## src/rtl/des_rx_packer.sv

```systemverilog
// Byte-serial front end for the DES decrypt core: gathers a 56-bit key and
// 64-bit ciphertext blocks from a tagged byte stream into a registered output slot.
module des_rx_packer (
  input  logic        clk,
  input  logic        rst,
  input  logic [7:0]  s_data,
  input  logic        s_key,
  input  logic        s_valid,
  output logic        s_ready,
  output logic [63:0] blk_data,
  output logic [55:0] blk_key,
  output logic        blk_valid,
  input  logic        blk_ready,
  output logic        key_valid,
  output logic        err,
  output logic [15:0] blk_count
);

  localparam int unsigned BYTE_W    = 8;
  localparam int unsigned KEY_W     = 56;
  localparam int unsigned CNT_W     = 3;
  localparam int unsigned KEY_LAST  = 6;
  localparam int unsigned DATA_LAST = 7;

  logic [KEY_W-1:0] kreg;
  logic [KEY_W-1:0] freg;
  logic [CNT_W-1:0] kcnt;
  logic [CNT_W-1:0] dcnt;

  logic key_acc;
  logic data_acc;
  logic data_ok;
  logic last_byte;
  logic handoff;

  assign blk_key = kreg;

  // Key bytes only enter between blocks with an empty slot, so blk_key never
  // changes under a pending or partially filled block.
  always_comb begin
    s_ready = 1'b1;
    if (s_key) begin
      s_ready = !blk_valid && (dcnt == CNT_W'(0));
    end else if (dcnt == CNT_W'(DATA_LAST)) begin
      s_ready = !blk_valid || blk_ready;
    end
  end

  always_comb begin
    key_acc   = s_valid && s_ready && s_key;
    data_acc  = s_valid && s_ready && !s_key;
    data_ok   = data_acc && key_valid;
    last_byte = data_ok && (dcnt == CNT_W'(DATA_LAST));
    handoff   = blk_valid && blk_ready;
  end

  always_ff @(posedge clk) begin
    if (rst) begin
      kreg      <= '0;
      freg      <= '0;
      kcnt      <= '0;
      dcnt      <= '0;
      blk_data  <= '0;
      blk_valid <= 1'b0;
      key_valid <= 1'b0;
      err       <= 1'b0;
      blk_count <= '0;
    end else begin
      if (key_acc) begin
        kreg <= {kreg[KEY_W-BYTE_W-1:0], s_data};
        if (kcnt == CNT_W'(KEY_LAST)) begin
          kcnt      <= '0;
          key_valid <= 1'b1;
        end else begin
          kcnt <= kcnt + CNT_W'(1);
          if (kcnt == CNT_W'(0)) begin
            key_valid <= 1'b0;
          end
        end
      end

      // Data without a complete key is dropped and flagged.
      if (data_acc && !key_valid) begin
        err <= 1'b1;
      end

      if (data_ok) begin
        if (dcnt == CNT_W'(DATA_LAST)) begin
          blk_data <= {freg, s_data};
          dcnt     <= '0;
        end else begin
          freg <= {freg[KEY_W-BYTE_W-1:0], s_data};
          dcnt <= dcnt + CNT_W'(1);
        end
      end

      // A reload in the handoff cycle keeps the slot full for back-to-back blocks.
      if (last_byte) begin
        blk_valid <= 1'b1;
      end else if (handoff) begin
        blk_valid <= 1'b0;
      end

      if (handoff) begin
        blk_count <= blk_count + 16'(1);
      end
    end
  end

endmodule
```

## config.mk

```make
export PLATFORM = sky130hd
export DESIGN_NAME = des_rx_packer
export DESIGN_NICKNAME = d
export VERILOG_FILES = /design/src/rtl/des_rx_packer.sv
export SDC_FILE = /design/constraint.sdc
export NUM_CORES = 1
export LEC_CHECK = 0
export CORE_UTILIZATION = 35
export DETAILED_ROUTE_END_ITERATION = 16
export PLACE_DENSITY_LB_ADDON = 0.05
export SYNTH_ARGS = -nofsm -noshare
export SYNTH_HDL_FRONTEND = slang
export SYNTH_SLANG_ARGS = --single-unit
export TNS_END_PERCENT = 50
```

## constraint.sdc

```tcl
create_clock -name clk -period 2.65 [get_ports clk]
set_input_delay 0.265 -clock clk [delete_from_list [all_inputs] [get_ports clk]]
set_output_delay 0.265 -clock clk [all_outputs]
set_load 0.05 [all_outputs]
```

Yosys cells after proc, flatten, opt, wreduce, memory -nomap -nowiden
Cells that the tools add are included.

Add/subtract/negate cells: 3. Equal/unequal tests: 2. Mux-type cells: 8. Bitwise logic cells: 1. Reductions and logical operators: 19.

Operators by type and width (count): $add A16 B1 Y16 const B (1); $logic_and A1 B1 Y1 (8); $add A3 B1 Y3 const B (2); $eq A3 B3 Y1 const B (2); $logic_not A3 Y1 (2); $mux W1 (6); $mux W3 (2); $reduce_and A2 Y1 (3); $reduce_bool A2 Y1 (2); $logic_not A1 Y1 (3); $logic_or A1 B1 Y1 (1); $not A1 Y1 (1).

Register bits: 201. Input port bits: 13. Output and inout port bits: 140. Logic and storage cells: 42.

Longest topological paths before layout
Depth after elaboration: 9. Depth in mapped cells: 8. Mapped depth without buffers: 6.

Least setup slack after synthesis
OpenSTA, ideal clock, no wires.

Path type: flip-flop to output port. Start: reg dcnt[0]. End: out s_ready. Data arrival time: 1.775 ns. Required time: 2.385 ns. Setup slack: 0.610 ns. Stages on the path, launching flop included: 6. Buffers on the path: 0. Path through: dfxtp_1 ha_1 ha_1 nor2b_1 o21a_1 a21oi_1.

Word-level cells in the longest chain between the ends: 3. Elaborated cells on any way between the ends: 5. Classes of those cells: eq/ne (1); mux (2); reduce/logical (2).

RTL lines: from (decl) (line 28) `logic [CNT_W-1:0] dcnt;`; from (signal assigned) (line 93) `dcnt <= dcnt + CNT_W'(1);`; $eq A3 B3 Y1 or $logic_not A3 Y1 (tied branches) (line 44, 43); $mux W1 or $logic_and A1 B1 Y1 (tied branches) (line 44, 43); $mux W1 * (line 42) `if (s_key) begin`; to (decl) (line 9) `output logic s_ready,`.

Mark *: on every way between the ends. The rest lies on a longest branch, timed or not.

Final worst setup path
Ends and elaborated chain as after synthesis.

==> out/qor.txt <==
Slew Limit Fails: 0
1st-pass router iterations: 6
Worst Setup SP: dcnt[0]
CP Class: register to output pin
WP data arrival: 2000 ps
Post-DP HPWL: 12.0 mm
Slowest stage delay, CP: 330 ps
Maximum clock path buffer count: 3
Synth top area share: 56.0%
Sequential element share of the synthesized area: 56.0%
Largest net degree at the start of global routing: 84
Post-layout min period: 2270 ps
CP max FO: 6
#FFs+latches synth: 201
Multi-input gate area: 2900 µm²
Htree depth: 1
Library cells used by synthesis: 34
Worst slew margin: 55.4%
Slowest stage cell, crit path: dfxtp_1
HP Start: rst
Critical Path End Type: output pin
Crit-path leading delay family: adder cells
WP buf/inv: 1
Max cap viols: 0
Layout Nets: 1,046
Count leader, synth: nand2_1
Overall fraction of global-route tracks in use: 17.4%
R2R Setup Slk: 610 ps
Unrepaired setup endpoints after global routing: false
Layout Utilization: 48.2%
Hold buffers post-CTS: 0
Initial antenna violation count: 0
RR Endpoint: freg[50]
Grt total ovfl: 0
Hold depth: 2
Req. time, crit path: 2380 ps
Layout cells sized above 1: 5.09%
Die Footprint: 21,100 µm²
Vias in the first global route: 5,740
Sink Count: 201
Final hold viol count: 0
Gpl congestion: 0.752
Worst Clk Skew: 7.98 ps
Wire per inst: 14.3 µm
Main flop type after synthesis: dfxtp_1
Antenna-violating nets left: 0
Initial drt markers: 264
Number of synthesized flops with an enable pin: 0
Reg2reg path depth: 6
First-pass GRT wire length: 30.2 mm
DRT Wirelength: 18.8 mm
Crit path cell chain: ha_1 -> ha_1 -> nor2b_1 -> o21a_1 -> a21oi_1 -> buf_4
Initial Util: 35.6%
Critical Path End: s_ready
Port bufs: 152
# fillers: 2,067
Syn nets: 921
Boundary Pins: 153
TritonCTS clock tree: done
Least-Margin Pin Slew: 669 ps
Setup_tns: 0 ps
Cts repair resizes: 0
Cells after synthesis: 904
Area of the mapped netlist: 7180 µm²
Core area: 20,200 µm²
Asr flop ratio synth: 0%
CTS buffer count: 23
Area delta synth->final: 35.2%
Residual DRC count: 0
Synth top cells by count: 361 x nand2_1, 201 x dfxtp_1, 188 x a21oi_1, 39 x clkbuf_1, 19 x buf_2
Worst Setup Start Kind: register
Leak: 3.13 nW
Skew-Pair Late Insertion Delay: 500 ps
Via count: 6,144
Post-CTS setup buffer count: 0
Worst min-delay path category: primary input to register
Instance count on the critical path: 6
Reg2reg start: dcnt[0]
Fmax achieved: 441 MHz
ANT cells: 0
Max IR drop VDD: 0.000334 V
Synth area leader: dfxtp_1
Rows: 52
Syn_area_per_cell: 7.94 µm²
Die height: 145 µm
Register Area: 4020 µm²
Vias per cell: 4.69
Top area cells in the synthesized netlist: dfxtp_1 56%, nand2_1 19%, a21oi_1 13%
Final setup viols: 0
Post-Layout Cell Count: 1,311
Synth Warn #: 0
Dpl cells: 1,274
Clk slew on worst S/H paths: 60 ps
Final period utilization: 85.5%
Die width: 145 µm
Critical Path Most Common Cell: ha_1
Outcome: completed
PwrDens: 651 nW/µm²
Clk root buf: clkbuf_16
==> layer usage <==
| layer | up-vias | part of all wire (%) | global-route usage (%) |
|---|---|---|---|
| li1 | 3193 | - | - |
| met3 | 26 | 4.0 | 2.99 |
| met5 | - | 0 | 0 |
| met1 | 2805 | 47 | 23.4 |
| met2 | 120 | 47 | 28.7 |
| met4 | 0 | 1.7 | 4.89 |
==> where the power goes <==
part | leakage, nW | internal (mW) | switching, mW
sequential | 1.62 | 3.03 | 0.00917
combinational | 1.15 | 0.0544 | 0.138
clock | 0.361 | 1.91 | 1.18
==> sequential cells by signal (all words and copies together), names as in the netlist, 3 cells and up <==
| signal | count |
|---|---|
| blk_data | 64 |
| blk_key | 56 |
| freg | 56 |
| blk_count | 16 |
| dcnt | 3 |
| kcnt | 3 |
==> cells in the final DEF, fill, tap and decap left out, types with 6 or more instances in the layout <==
cell             Yosys  routed
xor2_1               6       6
o21ai_0              6       6
clkbuf_16            0      23
buf_12               0       8
nand4_1              7       7
nand2_1            361     361
a21oi_1            188     188
nand3_1             10       9
dfxtp_1            201     201
nor2_1              18      17
clkdlybuf4s50_1      0     150
==> kinds of logic after synthesis <==
family,after synthesis,synth area share [%]
and+or+nand+nor,422,23.6
DFF,201,56.0
AOI/OAI and AO/OA,199,14.0
buffers and inverters,66,4.11
xor gates and xnor gates,11,1.34
adders and majority gates,4,0.697
muxes,1,0.157
==> area by class of cell <==
cell class	instances	share of cell area [%]
clock buffers	33	6.83
multi-input cells	637	29.9
flip-flops and latches	201	41.4
repair buffers	164	17.6
clock inverters	4	0.721
well taps	270	3.48
inverters	2	0.0773
==> through the flow <==
step                      setup WS (ps)  hold slack (ps)  power (mW)  instance area (µm²)
after floorplan                     610              401        3.22                 7180
after global placement              407              439        3.30                 8980
after detailed placement            407              445        3.30                 8980
after CTS                           352              237        6.43                 9710
after global routing                272              263        6.55                 9710
final                               385              241        6.33                 9710
==> worst min path at each step <==
| stage | endpoint |
|---|---|
| floorplan | freg[0] |
| global placement | blk_data[61] |
| detailed placement | blk_data[6] |
| CTS | blk_count[7] |
| global route | err |
| finish | blk_count[8] |
No activity file was read; power rests on OpenSTA's default activity.
